### src/rtl/bound_flasher_sequencer_pkg.sv
`default_nettype none
// ============================================================================
// Module   : bf_pkg
// Brief    : State codes and lamp-level bounds for the bound-flasher sequencer
// Revision : 1.0
// ============================================================================
package bf_pkg;

    localparam int LAMP_N = 16;

    localparam logic [4:0] LVL_MAX  = 5'd16;
    localparam logic [4:0] LVL_MID  = 5'd10;
    localparam logic [4:0] LVL_KICK = 5'd5;
    localparam logic [4:0] LVL_MIN  = 5'd0;

    typedef enum logic [2:0] {
        ST_IDLE    = 3'd0,
        ST_UP16    = 3'd1,
        ST_DN5     = 3'd2,
        ST_UP10    = 3'd3,
        ST_DN0     = 3'd4,
        ST_UP5     = 3'd5,
        ST_DNEND   = 3'd6,
        ST_ILLEGAL = 3'd7
    } state_t;

endpackage
`default_nettype wire

### src/rtl/bound_flasher_sequencer_if.sv
`default_nettype none
// ============================================================================
// Module   : bound_flasher_sequencer_if
// Brief    : Request input and lamp/status outputs of the flasher sequencer
// Revision : 1.0
// ============================================================================
interface bound_flasher_sequencer_if;
    import bf_pkg::*;

    logic                flick;
    logic [LAMP_N-1:0]   lamps;
    logic [4:0]          level;
    state_t              state;
    logic                busy;
    logic                done;

    modport master (
        output flick,
        input  lamps, level, state, busy, done
    );

    modport slave (
        input  flick,
        output lamps, level, state, busy, done
    );

endinterface
`default_nettype wire

### src/rtl/bf_tick_prescaler.sv
`default_nettype none
// ============================================================================
// Module   : bf_tick_prescaler
// Brief    : Divides the clock into one-cycle lamp step strobes while running
// Revision : 1.0
// ============================================================================
module bf_tick_prescaler #(
    parameter int TICK_DIV = 4
) (
    input  wire logic clk,
    input  wire logic rst,
    input  wire logic run,
    output logic      tick
);

    localparam int            CW     = (TICK_DIV > 1) ? $clog2(TICK_DIV) : 1;
    localparam logic [CW-1:0] C_LAST = CW'(TICK_DIV - 1);

    logic [CW-1:0] r_cnt;

    assign tick = run && (r_cnt == C_LAST);

    // Held at zero while idle so every pattern starts a full period from entry.
    always_ff @(posedge clk) begin
        if (rst || !run) begin
            r_cnt <= '0;
        end else if (r_cnt == C_LAST) begin
            r_cnt <= '0;
        end else begin
            r_cnt <= r_cnt + 1'b1;
        end
    end

endmodule
`default_nettype wire

### src/rtl/bound_flasher_sequencer.sv
`default_nettype none
// ============================================================================
// Module   : bound_flasher_sequencer
// Brief    : Bounded lamp-bar flash pattern with kickback rewind on flick
// Revision : 1.0
// ============================================================================
module bound_flasher_sequencer #(
    parameter int TICK_DIV = 4,
    parameter int LAMP_N   = 16
) (
    input  wire logic                  clk,
    input  wire logic                  rst,
    bound_flasher_sequencer_if.slave   bus
);
    import bf_pkg::*;

    state_t              r_state;
    state_t              w_state_nxt;
    logic [4:0]          r_level;
    logic [4:0]          w_level_nxt;
    logic [4:0]          w_up;
    logic [4:0]          w_dn;
    logic [LAMP_N-1:0]   r_lamps;
    logic [LAMP_N-1:0]   w_lamps_nxt;
    logic                r_done;
    logic                w_done_nxt;
    logic                w_wrap;
    logic                w_run;
    logic                w_tick;

    assign w_run = (r_state != ST_IDLE);
    assign w_up  = r_level + 5'd1;
    assign w_dn  = r_level - 5'd1;

    bf_tick_prescaler #(
        .TICK_DIV (TICK_DIV)
    ) u_prescaler (
        .clk  (clk),
        .rst  (rst),
        .run  (w_run),
        .tick (w_tick)
    );

    always_ff @(posedge clk) begin
        if (rst) begin
            r_state <= ST_IDLE;
            r_level <= LVL_MIN;
            r_lamps <= '0;
            r_done  <= 1'b0;
        end else begin
            r_state <= w_state_nxt;
            r_level <= w_level_nxt;
            r_lamps <= w_lamps_nxt;
            r_done  <= w_done_nxt;
        end
    end

    // The bound is checked against the post-step level so the state change
    // lands on the same edge the bound is reached.
    always_comb begin
        w_state_nxt = r_state;
        w_level_nxt = r_level;
        w_done_nxt  = 1'b0;
        w_wrap      = 1'b0;
        case (r_state)
            ST_IDLE: begin
                w_level_nxt = LVL_MIN;
                if (bus.flick) w_state_nxt = ST_UP16;
            end
            ST_UP16: if (w_tick) begin
                w_wrap      = (r_level >= LVL_MAX);
                w_level_nxt = w_up;
                if (w_up == LVL_MAX) w_state_nxt = ST_DN5;
            end
            ST_DN5: if (w_tick) begin
                w_wrap      = (r_level == LVL_MIN);
                w_level_nxt = w_dn;
                if (w_dn == LVL_KICK) w_state_nxt = bus.flick ? ST_UP16 : ST_UP10;
            end
            ST_UP10: if (w_tick) begin
                w_wrap      = (r_level >= LVL_MAX);
                w_level_nxt = w_up;
                if (w_up == LVL_MID) w_state_nxt = ST_DN0;
            end
            ST_DN0: if (w_tick) begin
                w_wrap      = (r_level == LVL_MIN);
                w_level_nxt = w_dn;
                if (w_dn == LVL_MIN) begin
                    w_state_nxt = bus.flick ? ST_UP10 : ST_UP5;
                end else if ((w_dn == LVL_KICK) && bus.flick) begin
                    w_state_nxt = ST_UP10;
                end
            end
            ST_UP5: if (w_tick) begin
                w_wrap      = (r_level >= LVL_MAX);
                w_level_nxt = w_up;
                if (w_up == LVL_KICK) w_state_nxt = ST_DNEND;
            end
            ST_DNEND: if (w_tick) begin
                w_wrap      = (r_level == LVL_MIN);
                w_level_nxt = w_dn;
                if (w_dn == LVL_MIN) begin
                    w_state_nxt = ST_IDLE;
                    w_done_nxt  = 1'b1;
                end
            end
            default: begin
                w_state_nxt = ST_IDLE;
                w_level_nxt = LVL_MIN;
            end
        endcase
    end

    for (genvar i = 0; i < LAMP_N; i++) begin : g_lamp
        assign w_lamps_nxt[i] = (w_level_nxt > 5'(i));
    end

    assert property (@(posedge clk) disable iff (rst) !w_wrap);

    assign bus.lamps = r_lamps;
    assign bus.level = r_level;
    assign bus.state = r_state;
    assign bus.busy  = (r_state != ST_IDLE);
    assign bus.done  = r_done;

endmodule
`default_nettype wire

### src/flat_wrapper.sv
// flat-port wrapper written by rule: the top's interface ports become plain ports
module bound_flasher_sequencer_flat import bf_pkg::*;
#(
    parameter int TICK_DIV = 4,
    parameter int LAMP_N   = 16
)
  (clk, rst, bus_flick, bus_lamps, bus_level, bus_state, bus_busy, bus_done);
  bound_flasher_sequencer_if bus_i ();
  input  wire logic clk;
  input  wire logic rst;
  input wire logic [$bits(bus_i.flick)-1:0] bus_flick;
  output wire logic [$bits(bus_i.lamps)-1:0] bus_lamps;
  output wire logic [$bits(bus_i.level)-1:0] bus_level;
  output wire logic [$bits(bus_i.state)-1:0] bus_state;
  output wire logic [$bits(bus_i.busy)-1:0] bus_busy;
  output wire logic [$bits(bus_i.done)-1:0] bus_done;
  assign bus_i.flick = bus_flick;
  assign bus_lamps = bus_i.lamps;
  assign bus_level = bus_i.level;
  assign bus_state = bus_i.state;
  assign bus_busy = bus_i.busy;
  assign bus_done = bus_i.done;
  bound_flasher_sequencer #(.TICK_DIV(TICK_DIV), .LAMP_N(LAMP_N)) u_core (.clk(clk), .rst(rst), .bus(bus_i));
endmodule
### config.mk
export PLATFORM = sky130hd
export DESIGN_NAME = bound_flasher_sequencer_flat
export DESIGN_NICKNAME = d
export VERILOG_FILES = /design/src/rtl/bound_flasher_sequencer_pkg.sv /design/src/rtl/bound_flasher_sequencer_if.sv /design/src/rtl/bf_tick_prescaler.sv /design/src/rtl/bound_flasher_sequencer.sv /design/src/flat_wrapper.sv
export SDC_FILE = /design/constraint.sdc
export NUM_CORES = 1
export LEC_CHECK = 0
export CORE_UTILIZATION = 52
export DETAILED_ROUTE_END_ITERATION = 10
export GPL_ROUTABILITY_DRIVEN = 1
export PLACE_DENSITY = 0.79
export SETUP_SLACK_MARGIN = 0.4
export SLEW_MARGIN = 40
export SYNTH_ARGS = -nofsm -noshare
export SYNTH_HDL_FRONTEND = slang
export SYNTH_SLANG_ARGS = --single-unit
export TNS_END_PERCENT = 20
### constraint.sdc
create_clock -name clk -period 2.7 [get_ports clk]
set_clock_uncertainty 0.05 [all_clocks]
set_input_delay 0.54 -clock clk [delete_from_list [all_inputs] [get_ports clk]]
set_output_delay 0.54 -clock clk [all_outputs]
set_load 0.005 [all_outputs]
# After elaboration in Yosys (flattened, before gate mapping)

Cells that the tools add are included.

Bits of input ports: 3
Output and inout port bits: 26
Flip-flop bits (word level): 27
Word-level logic and storage cells: 83

$add $sub $neg: 3
Bitwise gates (word level): 2
Order comparisons: 16
Equality and inequality tests: 24
Mux-type cells: 21
Reduce and logical (&&, ||, !) cells: 12

Operators by type and width:

| kind                | number |
|---|---|
| $mux 3              | 15 |
| $gt 5x4->1 const B  | 8 |
| $pmux 3 s7          | 1 |
| $gt 5x3->1 const B  | 4 |
| $ne 2x2->1 const B  | 7 |
| $reduce_and 13->1   | 1 |
| $eq 5x3->1 const B  | 2 |
| $gt 5x1->1 const B  | 2 |
| $gt 5x2->1 const B  | 2 |
| $mux 5              | 2 |
| $ne 2x1->1 const B  | 5 |
| $pmux 5 s2          | 1 |
| $eq 3x3->1 const B  | 3 |
| $reduce_or 3->1     | 3 |
| $eq 3x2->1 const B  | 2 |
| $add 5x1->5 const B | 1 |
| $eq 5x4->1 const B  | 1 |
| $eq 5x5->1 const B  | 1 |
| $logic_not 5->1     | 1 |
| $sub 5x1->5 const B | 1 |
| $eq 3x1->1 const B  | 1 |
| $logic_not 3->1     | 1 |
| $ne 3x1->1 const B  | 1 |
| $reduce_bool 3->1   | 1 |
| other kinds (9)     | 11 |

# Longest topological paths before layout

Gate-level depths: netlist of the first run.

Depth in word-level cells: 7
Mapped depth: 9
Mapped depth without buffers: 8

# Cells and area by module

Synthesis of the first run repeated with hierarchy kept, for this count alone.

Cell total of the unflattened synthesis: 189
Area, all modules: 1652.8 um^2

Modules (own cells, without submodules):

| module                  | cells each | area each (um^2) | instances | seq. area each (um^2) |
|---|---|---|---|---|
| bound_flasher_sequencer | 183        | 1566.5           | 1         | 500.5 |
| bf_tick_prescaler       | 6          | 86.3             | 1         | 40.0 |

# Worst setup path before layout of the first run

Ideal clock, no wire load.

Kind: flip-flop to flip-flop
Start point: reg u_core.r_level[0] (netlist: u_core.bus.level[0])
End point: reg u_core.r_state[2] (netlist: u_core.bus.state[2])
Setup time: 0.116 ns
Cell stages (with the launch flop): 9
Path buffers: 1
Required time: 2.534 ns
Path slack: 0.547 ns
Period minus slack after synthesis: 2.153 ns
Arrival time: 1.987 ns
Path through: dfxtp_1 -> buf_6 -> inv_1 -> ha_1 -> nand4b_1 -> o311ai_2 -> a311oi_2 -> o311a_1 -> a41o_1

Cells in the longest elaborated chain, start to end: 5
Elaborated cells between the ends (all ways): 18
Classes of those cells: 2 x add/sub; 10 x eq/ne; 3 x mux; 3 x reduce/logical

Ends and longest elaborated chain:

| element                                                          | RTL line                                                     | source |
|---|---|---|
| start, declared                                                  | bound_flasher_sequencer.sv:19                                | `logic [4:0] r_level;` |
| start signal, assigned                                           | bound_flasher_sequencer.sv:52                                | `r_level <= w_level_nxt;` |
| $sub 5x1->5                                                      | bound_flasher_sequencer.sv:33                                | `assign w_dn = r_level - 5'd1;` |
| $eq 5x3->1 / $logic_not 5->1 (equally long branches)             | -                                                            |  |
| $logic_and 1x1->1 / $mux 3 (equally long branches)               | bound_flasher_sequencer.sv:90, bound_flasher_sequencer.sv:88 |  |
| $ne 3x1->1 (no line) / $mux 3 (equally long branches)            | -                                                            |  |
| $reduce_and 13->1 (no line) / $pmux 3 s7 (equally long branches) | -                                                            |  |
| end signal, assigned                                             | bound_flasher_sequencer.sv:51                                | `r_state <= w_state_nxt;` |
| end, declared                                                    | bound_flasher_sequencer.sv:17                                | `state_t r_state;` |

Several ways; a longest one is shown, not always the timed one. The select of a mux whose other input is x is not followed.
A chain may end at the register's enable or synchronous reset.

# Worst setup path after layout of the first run

Start point: reg u_core.r_state[1] (netlist: u_core.bus.state[1])
End point: out bus_busy

Cells in the longest elaborated chain, start to end: 1

Ends and longest elaborated chain:

| element           | RTL line                       | source |
|---|---|---|
| $reduce_bool 3->1 | bound_flasher_sequencer.sv:123 | `assign bus.busy = (r_state != ST_IDLE);` |
| end, declared     | flat_wrapper.sv:15             | `output wire logic [$bits(bus_i.busy)-1:0] bus_busy;` |

No other way between the ends.

==> results of run 1 <==
-- critical path: cells and delay by family (launching register included) --
kind,cells,cell delay [ps]
buffers and inverters,2,640
DFF,1,450
and+or+nand+nor,1,290
-- per-layer routing --
metal	vias to the layer above	GRT usage
met4	0	0.06803
met2	45	0.3941
met3	8	0.05055
met1	723	0.3233
met5	-	0
li1	721	-
-- area by class of cell --
class / count / share of cell area
Timing Repair Buffer: 33 / 0.1581
Inverter: 10 / 0.01867
Tap cell: 44 / 0.02738
Clock inverter: 1 / 0.004356
Clock buffer: 3 / 0.01120
Multi-Input combinational cell: 135 / 0.5065
Sequential cell: 27 / 0.2738
-- registers in the layout (all words and copies together) (netlist names) --
signal / flops
u_core.bus.level: 5
u_core.bus.state: 3
u_core.bus.done: 1
u_core.bus.lamps: 16
u_core.u_prescaler.r_cnt: 2
-- timing repair --
action | in CTS | in global routing
endpoints found under the setup margin | 8 | 18
gates cloned | 0 | 0
pin swaps | 0 | 1
resized for setup | 6 | 6
endpoints found under the hold margin | 0 | 0
setup buffers | 0 | 1
-- kinds of logic (layout without fill, tap and decap cells) --
| group | after synthesis | count (layout) |
|---|---|---|
| simple gates | 65 | 65 |
| compound gates | 54 | 54 |
| flops | 27 | 27 |
| buf+inv | 24 | 47 |
| fa+ha+maj | 8 | 8 |
| xor+xnor | 5 | 5 |
| mux | 3 | 3 |
-- placed cells by master (no fill, tap or decap), drive strengths merged, types with 2 or more instances in the layout --
cell / instances
a31oi: 3
xnor2: 3
xor2: 2
nand3: 3
o32ai: 2
dfxtp: 27
ha: 8
inv: 11
nor3b: 4
o311a: 2
o21ai: 7
a32o: 2
nand2: 10
and3b: 3
o311ai: 3
and2: 4
clkdlybuf4s50: 28
nor3: 6
o22ai: 4
o31ai: 2
o211ai: 4
a21boi: 2
nor4b: 3
mux2i: 2
nor2: 19
and2b: 2
clkbuf: 3
nor2b: 4
or3: 2
buf: 5
a21oi: 11
-- power by group through the flow --
stage	sequential, mW	combinational [mW]	clock [mW]
2_1_floorplan	0.432	0.151	0
5_1_grt	0.460	0.195	0.208
4_1_cts	0.454	0.179	0.193
3_3_place_gp	0.459	0.171	0
6_report	0.457	0.182	0.186
3_5_place_dp	0.461	0.178	0
-- how the worst min path moves through the flow --
stage,end,slack (ps),cells after the start,startpoint
after floorplan,u_core.u_prescaler.r_cnt[0],360,1,u_core.u_prescaler.r_cnt[0]
after global placement,u_core.u_prescaler.r_cnt[0],370,1,u_core.u_prescaler.r_cnt[0]
after detailed placement,u_core.u_prescaler.r_cnt[0],380,1,u_core.u_prescaler.r_cnt[0]
after CTS,u_core.u_prescaler.r_cnt[0],400,1,u_core.u_prescaler.r_cnt[0]
after global routing,u_core.u_prescaler.r_cnt[0],420,1,u_core.u_prescaler.r_cnt[0]
final,u_core.u_prescaler.r_cnt[0],400,1,u_core.u_prescaler.r_cnt[0]
-- per-stage QoR --
| stage | cell area (sq um) | worst slack (ps) | std cells | power, mW |
|---|---|---|---|---|
| after floorplan | 1672 | 546.7 | 186 | 0.5830 |
| after global placement | 1944 | 415.4 | 248 | 0.6308 |
| after detailed placement | 1944 | 310.4 | 248 | 0.6398 |
| after CTS | 1987 | 363.5 | 252 | 0.8269 |
| after global routing | 2011 | 327.8 | 253 | 0.8636 |
| final | 2011 | 395.6 | 253 | 0.8249 |
==> summary.txt, run 1 <==
Timing
  – Final Hold Slack: 397.3 ps
  – Final min period: 2304 ps
  – RSZ-0062 raised after global routing: true
  – Period utilization: 0.8535
  – Count of pins over their slew limit: 0
  – Setup violators final: 0
  – F_max: 434.0 MHz
  – Setup TNS Final: 0 ps
  – Final Hold Vio Count: 0
  – Worst-Margin Slew: 615.5 ps
  – Normalized max-slew margin: 0.5832

Critical path
  – WP data required: between 2000 and 2500 ps
  – Worst reg2reg setup slack: around 490 ps
  – RR Startpoint: u_core.bus.level[2]
  – CP Launch Point: u_core.bus.state[1]
  – CP Capture Type: output pin
  – Worst Setup Path Type: flop to output pin
  – Critical Path Sink: bus_busy
  – CP peak stage delay: 480 ps
  – Worst path arrival time: 1710 ps
  – R2R Path End: u_core.bus.lamps[4]
  – CP Launch Type: flop
  – Cell Chain, Critical Path: nor3_4 > inv_1 > clkdlybuf4s50_1
  – Maximum fanout along the worst path: 16
  – Slowest stage cell, crit path: clkdlybuf4s50_1
  – FF-to-FF path depth: 8

Power and ir drop
  – Flop pwr share: 0.554
  – Comb pwr share: 0.220
  – Cell area power density: 410.2 mW/mm^2
  – Internal Power: 562.0 uW
  – Net Sw Frac: 0.3187
  – Net Switching: 262.9 uW
  – Pleak: roughly 0.77 nW
  – Power share of the clock group: 0.225
  – VDD IR max: 0.0004484 V

Route
  – DRT Pass-1 Iters: 4
  – WL per Instance: between 15 and 20 um
  – Top routing layer used: met4
  – DRT antenna net count: 0
  – Drt drc: 0
  – DR vias/cell: 5.917
  – Vias: 1,497
  – WL met2: 1.942 mm
  – Drt initial violations: 52
  – DR WL met3: around 160 um
  – DRT met1 WL: 1.775 mm
  – Final wirelength: 3.926 mm

Yosys
  – Main combinational cell family by area after synthesis: compound AO/OA/AOI/OAI gates
  – Post-Syn Area: 0.001672 sq mm
  – Mapped Avg Cell Area: ~9 sq um
  – Synth Area in Adders: 0.05988
  – Syn nets: 197
  – Yosys top cell area share: 0.3234
  – Most common cell in the netlist: dfxtp_1
  – Yosys Warn Count: 0
  – Sequential fraction of the synthesis area: 0.3234
  – Synth top area cells: dfxtp_1 32%, ha_1 6.0%, nor2_1 3.8%
  – Yosys reg bits: 27
  – Compound-Gate Fraction of Synth Area: 0.2672
  – Number of flops mapped to enable cells by yosys: 0
  – Synth top cells by count: 27 x dfxtp_1, 17 x nor2_1, 11 x a21oi_1, 10 x inv_1, 10 x nand2_1
  – Yosys cell types: 63
  – Synth area leader: dfxtp_1
  – Simple-gate share of the synthesized area: 0.2268
  – Ys async rst share: 0
  – Gate Count Post-Synth: 186
  – Xor/xnor share of the synthesized area: 0.02620
  – Post-synth top flop: dfxtp_1
  – Mux cell area share after synthesis: 0.01871

GRT
  – GR Overflow Total: 0
  – Total track usage: 0.2414
  – First-pass GRT wire length: 6.417 mm
  – Vias in the first global route: ~1,400
  – Largest net degree at the start of global routing: 25
  – Initial antenna violation count: 0

Placement
  – Dpl hpwl: 2.823 mm
  – IO buf count: 28
  – Placer Congestion: 0.9068

Die
  – Initial core utilization: 0.5475
  – Die Width: 58.70 um
  – Core area: 0.003053 sq mm
  – Die area: 0.003445 sq mm
  – Die span in y: 58.70 um
  – Cell row count: 20
  – Top Ports: 29

Clock tree
  – Clk_lat worst skew: 340 ps
  – CTS tree: yes
  – Clk slew on worst S/H paths: 140 ps
  – Bufs on Longest Clock Path: 2
  – Clock Sinks: 27
  – H-tree Lvls: 1
  – Hold buffer count at CTS: 0
  – CTS Root Cell: clkbuf_4
  – CTS Buf Count: 3

Min path
  – Hold Path Class: flop to flop

Cells and area
  – Fill count: 275
  – Core Util, Final: 0.6586
  – Nets@finish: 221
  – Antenna cells: 0
  – Seq. cell area: 550.5 sq um
  – Layout area overhead: 20.28%
  – Multi-input gate area: 0.001018 sq mm
  – Share of cells above drive strength 1: 0.1770

Status
  – Status: finished clean

Flow run
  – Number of max-cap violations: 0
No activity file was read; power rests on OpenSTA's default activity.
==> inputs of run 2 (changes only) <==
--- a/config.mk
+++ b/config.mk
@@ -5,10 +5,12 @@
 export SDC_FILE = /design/constraint.sdc
 export NUM_CORES = 1
 export LEC_CHECK = 0
-export CORE_UTILIZATION = 52
+export CORE_MARGIN = 1
+export CORE_UTILIZATION = 50
+export CTS_CLUSTER_SIZE = 24
 export DETAILED_ROUTE_END_ITERATION = 10
 export GPL_ROUTABILITY_DRIVEN = 1
-export PLACE_DENSITY = 0.79
+export PLACE_DENSITY = 0.76
 export SETUP_SLACK_MARGIN = 0.4
 export SLEW_MARGIN = 40
 export SYNTH_ARGS = -nofsm -noshare
==> run 2 against run 1 <==
Global-route usage increased by 0.54 points. First-iteration DRC count increased by 48%. Die area increased by 3.9%. Utilization decreased by 0.62 points. Final cell count increased by 1.2%. Worst hold slack got worse by 1.3 ps. Final area increased by 0.68%. Setup slack improved by 80 ps. Sequential share of layout area decreased by 0.19 points. Non-clock buffer count increased by 3. Critical endpoint unchanged. Largest cell class unchanged. Highest routed layer unchanged.
==> summary.txt, run 2 (synthesis results as in run 1) <==
Power and ir drop
  – VDD IR max: 0.0003352 V (-25%)
  – Cell area power density: 413.3 mW/mm^2 (+0.74%)
  – Pleak: 0.7662 nW (-0.12%)

Route
  – DR vias/cell: 5.719 (-3.4%)
  – Drt initial violations: 77 (+48%)
  – DRT Pass-1 Iters: 5 (+1)
  – Vias: 1,464 (-2.2%)
  – WL per Instance: 15.35 um (-1.1%)
  – Final wirelength: 3.930 mm (+0.10%)
  – Drt drc: 0 (unchanged)
  – DRT antenna net count: 0 (unchanged)

Critical path
  – Maximum fanout along the worst path: 15 (-1)
  – Worst path arrival time: 1630 ps (-80 ps)
  – Crit path max-delay family: buffers and inverters
  – Cell Chain, Critical Path: nor3_4 > inv_1 > clkdlybuf4s50_1
  – CP Capture Type: output pin
  – Stages on the worst setup path: 3 (unchanged)
  – CP Launch Type: flop
  – Slowest stage cell, crit path: dfxtp_2
  – Worst Setup Path Type: flop to output pin
  – CP peak stage delay: 530 ps (+50 ps)
  – WP data required: 2110 ps (about the same)
  – CP bufs+invs: 2 (unchanged)
  – FF-to-FF path depth: 7 (-1)

Timing
  – Worst-Margin Slew: 641.5 ps (+26.06 ps)
  – Setup TNS Final: 0 ps (unchanged)
  – Count of pins over their slew limit: 0 (unchanged)
  – Period utilization: 0.8238 (-0.02964)
  – Setup violators final: 0 (unchanged)
  – F_max: 449.6 MHz (+3.6%)
  – RSZ-0062 raised after global routing: true
  – Final Hold Vio Count: 0 (unchanged)
  – Final min period: 2224 ps (-80.03 ps)
  – Normalized max-slew margin: 0.5655 (-0.01765)

Cells and area
  – Most common cell after layout, fill and taps aside: clkdlybuf4s50_1
  – Antenna cells: 0 (unchanged)
  – Layout area overhead: 21.11%
  – Fin cells: 256 (+1.2%)
  – Nets@finish: 224 (+1.4%)
  – Share of cells above drive strength 1: 0.1792 (+0.002212)
  – Fill count: 292 (+6.2%)
  – Max reg flops: 16 (unchanged)
  – Most frequent cells in the layout: 28 x clkdlybuf4s50_1, 21 x dfxtp_1, 17 x nor2_1

Placement
  – Placer Congestion: 0.8435 (-7.0%)
  – IO buf count: 28 (unchanged)
  – Cell Count Post-Placement: 251 (+1.2%)
  – Dpl hpwl: 2.885 mm (+2.2%)

Min path
  – Cells on Worst Hold Path: 1 (unchanged)
  – Hold Path Class: flop to flop

Flow run
  – Number of max-cap violations: 0 (unchanged)

Die
  – Initial core utilization: 0.5387 (-0.008831)
  – Core area: 0.003103 sq mm (+1.6%)
  – Top Ports: 29 (unchanged)
  – Die Width: 59.82 um (+1.9%)
  – Die span in y: 59.82 um (+1.9%)
  – Die area: 0.003578 sq mm (+3.9%)
  – Cell row count: 20 (unchanged)

Clock tree
  – Clk slew on worst S/H paths: 140 ps (about the same)
  – H-tree Lvls: 1 (unchanged)
  – CTS Buf Count: 3 (unchanged)
  – CTS tree: yes
  – CTS Root Cell: clkbuf_4
  – Clk_lat worst skew: 350 ps (about the same)
  – Bufs on Longest Clock Path: 2 (unchanged)
  – Hold buffer count at CTS: 0 (unchanged)
  – Clock Sinks: 27 (unchanged)

GRT
  – Initial antenna violation count: 0 (unchanged)
  – Vias in the first global route: 1,375 (-1.3%)
  – Largest net degree at the start of global routing: 25 (unchanged)
  – Total track usage: 0.2468 (+0.005418)
  – First-pass GRT wire length: 6.479 mm (+0.97%)
  – GR Overflow Total: 0 (unchanged)

Status
  – Status: finished clean
## run 2: cell count changes in the layout (fill, tap and decap cells not counted), sizes merged
cell,previous run,this run
clkinvlp,0,1
buf,5,8
inv,11,10
## run 2: what timing repair did
action,CTS,global route
setup endpoints to repair,7,19
resized for setup,5,5
pin swaps,0,1
setup buffers,0,1
hold endpoints to repair,0,0
gates cloned,0,0
## run 2: layout make-up
type / instances / area [sq um] / area share
clock inverter: 1 / 7.507 / 0.003708
timing repair buffer: 36 / 340.3 / 0.1681
clock buffer: 3 / 22.52 / 0.01112
multi-input combinational: 135 / 1011 / 0.4994
sequential: 27 / 550.5 / 0.2719
tap: 44 / 55.05 / 0.02719
inverter: 10 / 37.54 / 0.01854
## run 2: metal layers
layer	track usage	share of wire
met1	0.3231	0.45
met5	0	0
met3	0.04978	0.046
met4	0.1196	0.024
met2	0.3857	0.48
## run 2: stage by stage
| step | utilization | worst slack, ps | area (sq um) | total power [mW] | hold slack (ps) |
|---|---|---|---|---|---|
| 4_1_cts | 0.6468 | 350.9 | 2007 | 0.8273 | 401.2 |
| 5_1_grt | 0.6524 | 370.2 | 2024 | 0.8832 | 427.9 |
| 3_3_place_gp | 0.6339 | 403.0 | 1967 | 0.6395 | 368.3 |
| 3_5_place_dp | 0.6339 | 327.2 | 1967 | 0.6484 | 383.0 |
| 6_report | 0.6524 | 475.7 | 2024 | 0.8367 | 395.9 |
| 2_1_floorplan | - | 546.7 | 1672 | 0.5830 | 357.2 |
## run 2: power breakdown
part           switching, mW  leakage (nW)  internal, mW  total, mW
registers             0.0325         0.221         0.411      0.443
clock network          0.126        0.0139        0.0571      0.183
logic                  0.106         0.531         0.105      0.211
## run 2: final timing paths
path / to / start / slack [ps]
min reg2reg: u_core.u_prescaler.r_cnt[0] / u_core.u_prescaler.r_cnt[0] / 400
max: bus_busy / u_core.bus.state[2] / 480
min: u_core.u_prescaler.r_cnt[0] / u_core.u_prescaler.r_cnt[0] / 400
max reg2reg: u_core.bus.state[2] / u_core.bus.level[1] / 510
==> inputs of run 3 (changes only) <==
==> constraint.sdc (replaced) <==
create_clock -name clk -period 2.2 [get_ports clk]
set_clock_uncertainty 0.05 [all_clocks]
set_input_delay 0.44 -clock clk [delete_from_list [all_inputs] [get_ports clk]]
set_output_delay 0.44 -clock clk [all_outputs]
set_load 0.005 [all_outputs]
==> run 3 against run 2 <==
Global-route usage is 0.67 points lower. Wire length rose by 16%. Final cell count up 7.4%. Setup slack got worse by 350 ps. Final area grew 14%. Highest routed layer unchanged. Critical path type is now flop to flop. Sequential cell count stayed put. Clock-buffer cell count unchanged. Combinational power rose by 51%. Largest power group unchanged. Register-to-register slack got worse by 390 ps.
==> summary.txt, run 3 (synthesis results as in run 1) <==
Timing
  – Fin worst setup slack: 121.5 ps (-354.2 ps)
  – Worst-Margin Slew: 452.7 ps (-188.8 ps)
  – F_max: 481.1 MHz
  – Setup TNS Final: 0 ps (unchanged)
  – Setup violators final: 0 (unchanged)
  – Final Hold Slack: 396.9 ps (+0.9990 ps)
  – Final Hold Vio Count: 0 (unchanged)
  – RSZ-0062 raised after global routing: true
  – Normalized max-slew margin: 0.6939 (+0.1284)
  – Final min period: 2079 ps
  – Period utilization: 0.9448
  – Count of pins over their slew limit: 0 (unchanged)

Critical path
  – Cell Chain, Critical Path: buf_6 > ha_4 > xnor2_2 > nor4b_4 > o311ai_4 > o311a_1 > a41o_1
  – Maximum fanout along the worst path: 8 (-7)
  – CP bufs+invs: 1 (-1)
  – CP Capture Type: flop
  – RR Startpoint: u_core.bus.level[1]
  – Crit path max-delay family: compound AO/OA/AOI/OAI gates
  – WP data required: 2400 ps (+290 ps)
  – Worst path arrival time: 2280 ps (+650 ps)
  – CP Launch Point: u_core.bus.level[1]
  – Slowest stage cell, crit path: dfxtp_4
  – CP Launch Type: flop
  – Worst Setup Path Type: flop to flop
  – CP peak stage delay: 410 ps (-120 ps)

Clock tree
  – Clock Sinks: 27 (unchanged)
  – CTS Root Cell: clkbuf_4
  – Hold buffer count at CTS: 0 (unchanged)
  – Clk_lat worst skew: 330 ps (-20 ps)
  – Bufs on Longest Clock Path: 2 (unchanged)
  – H-tree Lvls: 1 (unchanged)
  – CTS tree: yes
  – Clk slew on worst S/H paths: 150 ps (about the same)
  – CTS Buf Count: 3 (unchanged)

Die
  – Die area: 0.003578 sq mm (unchanged)
  – Initial core utilization: 0.5387 (unchanged)
  – Die span in y: 59.82 um (unchanged)
  – Cell row count: 20 (unchanged)
  – Die Width: 59.82 um (unchanged)
  – Core area: 0.003103 sq mm (unchanged)
  – Top Ports: 29 (unchanged)

Power and ir drop
  – Pleak: 0.9293 nW (+21%)
  – Cell area power density: 456.2 mW/mm^2 (+10%)
  – VDD IR max: 0.0003643 V (+8.7%)
  – Total power: 1.057 mW (+26%)

Cells and area
  – Multi-input gate area: 0.001144 sq mm (+13%)
  – Share of cells above drive strength 1: 0.3333 (+0.1541)
  – Design Area, Final: 0.002317 sq mm (+14%)
  – Layout area overhead: 38.62%
  – Nets@finish: 243 (+8.5%)
  – Max reg flops: 16 (unchanged)
  – Most common cell after layout, fill and taps aside: clkdlybuf4s50_1
  – Fill count: 247 (-15%)
  – Antenna cells: 0 (unchanged)
  – Seq. cell area: 563.0 sq um (+2.3%)
  – Most frequent cells in the layout: 27 x clkdlybuf4s50_1, 24 x buf_4, 19 x dfxtp_1

Min path
  – Hold Startpoint: u_core.u_prescaler.r_cnt[0]
  – Hold Path Class: flop to flop

Route
  – Final wirelength: 4.577 mm (+16%)
  – Drt initial violations: 61 (-21%)
  – DR vias/cell: 5.898 (+3.1%)
  – WL per Instance: 16.64 um (+8.4%)
  – DRT antenna net count: 0 (unchanged)
  – DRT Pass-1 Iters: 4 (-1)
  – Drt drc: 0 (unchanged)
  – Vias: 1,622 (+11%)

Placement
  – Placed cell areas: 0.002064 sq mm (+5.0%)
  – Placer Congestion: 0.8878 (+5.3%)
  – Dpl hpwl: 3.005 mm (+4.1%)
  – Dpl ws: 23.62 ps (-303.5 ps)
  – IO buf count: 28 (unchanged)

GRT
  – First-pass GRT wire length: 6.617 mm (+2.1%)
  – Initial antenna violation count: 0 (unchanged)
  – Largest net degree at the start of global routing: 22 (-12%)
  – Vias in the first global route: 1,425 (+3.6%)
  – GR Overflow Total: 0 (unchanged)
  – Total track usage: 0.2402 (-0.006667)

Flow run
  – Number of max-cap violations: 0 (unchanged)

Status
  – Status: finished clean
-- run 3: power breakdown --
| part | switching [mW] | internal (mW) |
|---|---|---|
| sequential | 0.0198 | 0.499 |
| combinational | 0.173 | 0.145 |
| clock | 0.151 | 0.0684 |
-- run 3: cell type report --
type	instances	share of cell area
clock buffer	3	0.009719
clock inverter	1	0.002160
inverter	10	0.01836
multi-input combinational	136	0.4935
sequential	27	0.2430
tap	44	0.02376
timing repair buffer	54	0.2095
-- run 3: final timing paths --
| kind | endpoint | slack, ps | depth (start not counted) |
|---|---|---|---|
| max | u_core.bus.state[2] | 120 | 7 |
| min | u_core.u_prescaler.r_cnt[0] | 400 | 1 |
| max reg2reg | u_core.bus.state[2] | 120 | 7 |
| min reg2reg | u_core.u_prescaler.r_cnt[0] | 400 | 1 |
-- run 3: per-layer routing --
| metal | vias to the layer above | track usage | routed length (um) |
|---|---|---|---|
| met5 | - | 0 | 0 |
| met4 | 0 | 0.03654 | 68 |
| met3 | 8 | 0.04545 | 196 |
| met2 | 55 | 0.3984 | 2318 |
| met1 | 789 | 0.3285 | 1995 |
| li1 | 770 | - | - |
-- run 3: what timing repair did --
item	in CTS	in global routing
setup endpoints to repair	31	30
cloned	0	1
pin swaps	1	16
buffers inserted	4	12
gates resized for setup	9	19
-- run 3: worst reg2reg max path: cells and delay by family (launching register included) --
| kind | cells | cell delay [ps] |
|---|---|---|
| AO/OA/AOI/OAI | 3 | 700 |
| buffers and inverters | 1 | 130 |
| AND/OR/NAND/NOR | 1 | 360 |
| adder cells (fa/ha/maj) | 1 | 190 |
| flip-flops | 1 | 410 |
| XOR/XNOR | 1 | 160 |
-- run 3: through the flow --
stage               std cells  utilization
detailed placement        254       0.6653
global route              275       0.7468
global placement          254       0.6653
floorplan                 186            -
finish                    275       0.7468
CTS                       262       0.6899
==> RTL change 1, RTL diff (settings of run 3) <==
Encoding of `state_t`: now Gray code (3 bits for 8 states).
--- a/src/rtl/bound_flasher_sequencer_pkg.sv
+++ b/src/rtl/bound_flasher_sequencer_pkg.sv
@@ -14,14 +14,14 @@
     localparam logic [4:0] LVL_MIN  = 5'd0;
 
     typedef enum logic [2:0] {
-        ST_IDLE    = 3'd0,
-        ST_UP16    = 3'd1,
-        ST_DN5     = 3'd2,
-        ST_UP10    = 3'd3,
-        ST_DN0     = 3'd4,
-        ST_UP5     = 3'd5,
-        ST_DNEND   = 3'd6,
-        ST_ILLEGAL = 3'd7
+        ST_IDLE    = 3'b000,
+        ST_UP16    = 3'b001,
+        ST_DN5     = 3'b011,
+        ST_UP10    = 3'b010,
+        ST_DN0     = 3'b110,
+        ST_UP5     = 3'b111,
+        ST_DNEND   = 3'b101,
+        ST_ILLEGAL = 3'b100
     } state_t;
 
 endpackage
Formal check against the unedited RTL: same outputs for any inputs over 10 cycles, from zero or initial values and one cycle with rst high; not proved beyond that.
==> RTL change 1 against run 3 <==
Count of clock-buffer cells in the layout unchanged. Sequential cell count is the same. Final area up 0.54%. Total power about the same. First-iteration DRC count rose to 2.9 times the old value. Setup slack got worse by 68 ps. Critical path depth unchanged. Hold slack better by 0.96 ps. Wire length up 8.1%. Via count up 7.1%. Synthesized area down 4.6%. Largest power group unchanged.
==> RTL change 1: results (changes against run 3) <==
Outcome
The run finished with clean final reports.

Placement
The half-perimeter wire length after placement is 2980 microns (-0.84%). The worst setup slack before clock tree synthesis was 41.6 ps (+18.0 ps). The port buffer count came to 28 (unchanged). The area of placed instances is 0.00206 sq mm (-0.12%). The total placed cells including tap cells is 265 (+4.3%). The global placer's final weighted congestion came to 0.940 (+5.9%).

Layout
The count of non-CTS inverters in the layout is 12 (+2). The flip-flop count of the largest register, all copies and words added is 16 (unchanged). The multi-input combinational gate total is 133 (-2.2%). The final-layout clock-cell area share is 1.29% (+0.10 points). The share of cell area taken by multi-input logic gates is 46.1% (-3.3 points). The number of fill cells was 187 (-24%).

The count of nets after finishing was 253 (+4.1%). The footprint of the flip-flops and latches is 559 sq um (-0.67%). The area share of buffers outside the clock network was 24.0% (+3.1 points). The count of plain and timing-repair buffers was 65 (+20%).

The proportion of layout cells with a drive suffix above 1 is 31.1% (-2.2 points).

Logic synthesis
The xor/xnor cell area share of the yosys netlist is 6.35% (+3.7 points). The proportion of register bits with asynchronous set or reset after synthesis is 0% (unchanged). The number of flip-flops and latches in the synthesized netlist is 27 (unchanged). The multiplexer share of the synthesized area is 1.25% (-0.62 points). By count the netlist is led by 27 x sky130_fd_sc_hd__dfxtp_1, 12 x sky130_fd_sc_hd__inv_1, 11 x sky130_fd_sc_hd__nand2_1, 10 x sky130_fd_sc_hd__a21oi_1, 9 x sky130_fd_sc_hd__o21ai_0.

The fraction of the yosys area taken by sequential cells is 33.9% (+1.5 points). The arithmetic-cell share of the synthesized area counting full adders, half adders and majority gates is 6.27% (+0.29 points). The synthesized net count came to 198 (+0.51%).

The gate count of the mapped netlist came to 187 (+0.54%). The post-synthesis compound-gate area fraction was 22.5% (-4.2 points). The number of distinct library cells after synthesis is 55 (-13%). Yosys attributes the largest share of cell area to sky130_fd_sc_hd__dfxtp_1 34%, sky130_fd_sc_hd__ha_1 6.3%, sky130_fd_sc_hd__xor2_1 3.8%.

Routing
The via density per instance is 6.09 (+3.3%). The first-pass iteration count of the detailed router is 5 (+1). The routed wire length per instance is 17.4 microns (+4.3%). The routed via count is 1737 (+7.1%). The initial detailed-routing violation count was 179 (+190%).

Setup path
The arrival time at the worst endpoint came to 2310 ps (+30 ps). For this run, the slowest stage of the critical path takes approximately 400 ps. The highest net fanout along the worst path is 6 (-2).

Global routing
The number of global-route vias before repair is 1565 (+9.8%). The met2 usage is 47.9% (+8.1 points). The maximum number of pins on one net before global-route repair is 17 (-23%).

The combined global-route utilization of all metal layers is 28.7% (+4.7 points). The met3 routing resource usage after global routing is 5.27% (+0.73 points). The wire length of the first global-routing pass is 7460 microns (+13%). The routing usage on met1 came to 38.0% (+5.1 points).

Power
The leakage power total is 0.968 nW (+4.2%). The largest voltage drop on the vdd net was 0.000414 V (+14%).

Die
The total die area came to 0.00342 sq mm (-4.4%).

Timing
The remaining max-slew budget at the tightest pin is 54.8% (-15 points).

Clocking
The post-cts repair resize count is 17 (+8). The post-CTS setup-driven buffer insertion count came to 14 (+10).
## RTL change 1: power breakdown
group          internal [mW]  switching (mW)  leakage, nW  total (mW)
registers              0.506         0.00874        0.222       0.515
clock network         0.0695           0.145       0.0139       0.214
logic                  0.143           0.186        0.732       0.329
## RTL change 1: path summary, 6_finish.rpt
kind                                    start                          end  slack (ps)  depth (start not counted)
hold reg to reg   u_core.u_prescaler.r_cnt[0]  u_core.u_prescaler.r_cnt[0]         400                          1
hold / removal    u_core.u_prescaler.r_cnt[0]  u_core.u_prescaler.r_cnt[0]         400                          1
setup reg to reg          u_core.bus.level[1]          u_core.bus.state[0]          50                          7
setup / recovery          u_core.bus.level[1]          u_core.bus.state[0]          50                          7
## RTL change 1: routing by layer
| layer | up-vias | part of all wire [%] |
|---|---|---|
| met5 | - | 0 |
| met2 | 127 | 49 |
| li1 | 785 | - |
| met4 | 0 | 2.7 |
| met1 | 806 | 41 |
| met3 | 19 | 7.9 |
==> RTL change 2, RTL diff (config.mk and constraints of run 3) <==
Made on the original files. `LAMP_N` is set to 16 in 3 places; all go to 32.
--- a/src/rtl/bound_flasher_sequencer_pkg.sv
+++ b/src/rtl/bound_flasher_sequencer_pkg.sv
@@ -6,7 +6,7 @@
 // ============================================================================
 package bf_pkg;
 
-    localparam int LAMP_N = 16;
+    localparam int LAMP_N = 32;
 
     localparam logic [4:0] LVL_MAX  = 5'd16;
     localparam logic [4:0] LVL_MID  = 5'd10;
--- a/src/rtl/bound_flasher_sequencer.sv
+++ b/src/rtl/bound_flasher_sequencer.sv
@@ -6,7 +6,7 @@
 // ============================================================================
 module bound_flasher_sequencer #(
     parameter int TICK_DIV = 4,
-    parameter int LAMP_N   = 16
+    parameter int LAMP_N   = 32
 ) (
     input  wire logic                  clk,
     input  wire logic                  rst,
--- a/src/flat_wrapper.sv
+++ b/src/flat_wrapper.sv
@@ -2,7 +2,7 @@
 module bound_flasher_sequencer_flat import bf_pkg::*;
 #(
     parameter int TICK_DIV = 4,
-    parameter int LAMP_N   = 16
+    parameter int LAMP_N   = 32
 )
   (clk, rst, bus_flick, bus_lamps, bus_level, bus_state, bus_busy, bus_done);
   bound_flasher_sequencer_if bus_i ();
Ports: changed (resized bus_lamps); port bits go from 29 to 45. No check against the original RTL was run, so the function may have changed too.
==> RTL change 2 against run 3 <==
Final area grew 41%. Total power grew 91%. Sequential cell count grew 16. Critical path depth did not move. Setup slack improved by 55 ps. Count of clock-buffer cells in the layout increased by 3. Wire length rose by 49%. Synthesized area up 28%. Critical path type unchanged. Largest cell class unchanged.
==> RTL change 2: results (changes against run 3) <==
Outcome
The run finished with clean final reports.

Die
The total die area is 0.00455 sq mm (+27%).

Clocking
The cell sitting at the root of the clock tree is a sky130_fd_sc_hd__clkbuf_8. The clock slew seen by the registers of the worst setup and hold paths came to 80 ps (-70 ps). The CTS H-tree depth is 2 (+1).

The number of buffers created by CTS is 5 (+2). The clock latency reported for the late side of the worst-skew pair is 290 ps (-40 ps).

Setup path
The arrival time at the worst endpoint is 2160 ps (-120 ps). The cell with the biggest individual delay on the critical path is sky130_fd_sc_hd__dfxtp_2. The highest net fanout along the worst path is 9 (+1).

The delay contributed by the slowest stage of the critical path is 440 ps (+30 ps).

Placement
The half-perimeter wire length after placement is 3950 microns (+31%). The global placer's final weighted congestion is 0.976 (+9.9%). The worst setup slack before clock tree synthesis came to 34.7 ps (+11.1 ps). The port buffer count is 44 (+57%).

Logic synthesis
The fraction of the yosys area taken by sequential cells is 40.2% (+7.8 points). By count the netlist is led by 43 x sky130_fd_sc_hd__dfxtp_1, 23 x sky130_fd_sc_hd__nor2_1, 20 x sky130_fd_sc_hd__a21oi_1, 13 x sky130_fd_sc_hd__buf_2, 13 x sky130_fd_sc_hd__nand2_1. The synthesized net count is 249 (+26%). The arithmetic-cell share of the synthesized area counting full adders, half adders and majority gates was 4.67% (-1.3 points).

The post-synthesis compound-gate area fraction is 24.3% (-2.4 points). The number of distinct library cells after synthesis is 65 (+3.2%). The multiplexer share of the synthesized area is 1.46% (-0.41 points). The xor/xnor cell area share of the yosys netlist is 1.23% (-1.4 points). Ranked by total cell area, the synthesized netlist is headed by sky130_fd_sc_hd__dfxtp_1 40%, sky130_fd_sc_hd__a21oi_1 4.7%, sky130_fd_sc_hd__ha_1 4.7%.

Global routing
The wire length of the first global-routing pass is 9640 microns (+46%). The number of global-route vias before repair is 1966 (+38%). The combined global-route utilization of all metal layers is 28.8% (+4.7 points). The maximum number of pins on one net before global-route repair is 17 (-23%).

Power
The largest voltage drop on the vdd net is 0.000510 V (+40%). The leakage power total is 1.25 nW (+34%).

Routing
The first-pass iteration count of the detailed router was 5 (+1). The via density per instance is 6.00 (+1.7%). The final wirelength is 6820 microns (+49%). The initial detailed-routing violation count was 193 (+220%).

Layout
The flip-flop count of the largest register, all copies and words added came to 32 (+16). The count of nets after finishing is 323 (+33%).
==> RTL change 2: cell types whose count changed after synthesis, moves of 3 or more <==
cell                      change
sky130_fd_sc_hd__o22ai_1      -3
sky130_fd_sc_hd__nor2_1       +6
sky130_fd_sc_hd__and3b_1      -3
sky130_fd_sc_hd__a21oi_1      +9
sky130_fd_sc_hd__nand2_1      +3
sky130_fd_sc_hd__buf_2        +9
sky130_fd_sc_hd__nand4_1      +4
sky130_fd_sc_hd__dfxtp_1     +16
sky130_fd_sc_hd__o21a_1       +8
==> RTL change 2: logic make-up (layout without fill, tap and decap cells) <==
family / Yosys count / count (layout)
buffers and inverters: 34 / 109
multiplexers: 3 / 3
other: 1 / 1
AO/OA/AOI/OAI: 68 / 68
adder cells (fa/ha/maj): 8 / 8
XOR/XNOR: 3 / 3
flip-flops: 43 / 43
AND/OR/NAND/NOR: 78 / 78
==> RTL change 2: layer usage <==
layer,vias to the layer above,GRT usage (%),share of wire [%]
li1,995,-,-
met2,117,46.4,47
met3,30,6.76,7.6
met4,0,12.0,3.1
met5,-,0,0
met1,1035,36.4,42
==> RTL change 2: cell type report <==
class | count | area share (%)
Multi-Input combinational cell | 161 | 41.6
Sequential cell | 43 | 27.0
Timing Repair Buffer | 90 | 25.4
Clock buffer | 6 | 2.22
Tap cell | 50 | 1.91
Inverter | 11 | 1.49
Clock inverter | 2 | 0.344
==> RTL change 2: power by group <==
group | total [mW] | internal [mW] | switching (mW)
combinational | 0.673 | 0.343 | 0.330
sequential | 0.860 | 0.809 | 0.0507
clock | 0.487 | 0.223 | 0.264
total | 2.02 | 1.38 | 0.645
==> RTL change 2: repair_timing <==
action | in CTS | in global routing
pin swaps | 8 | 13
resized for setup | 45 | 33
gates cloned | 1 | 0
endpoints found under the setup margin | 43 | 42
setup buffers | 10 | 13
==> RTL change 2: through the flow <==
stage / cells / power (mW) / area (sq um) / hold slack [ps]
global route: 363 / 2.10 / 3270 / 469
CTS: 350 / 1.86 / 3050 / 441
detailed placement: 331 / 1.31 / 2740 / 371
finish: 363 / 2.02 / 3270 / 436
global placement: 331 / 1.32 / 2740 / 372
floorplan: 238 / 1.16 / 2230 / 357
==> RTL change 2: worst paths after layout <==
| path | slack [ps] | endpoint | startpoint | cells past startpoint |
|---|---|---|---|---|
| worst min-delay path | 440 | u_core.u_prescaler.r_cnt[0] | u_core.u_prescaler.r_cnt[0] | 1 |
| worst max register to register | 180 | u_core.bus.state[2] | u_core.bus.level[3] | 7 |
| worst max-delay path | 180 | u_core.bus.state[2] | u_core.bus.level[3] | 7 |
| worst min register to register | 440 | u_core.u_prescaler.r_cnt[0] | u_core.u_prescaler.r_cnt[0] | 1 |
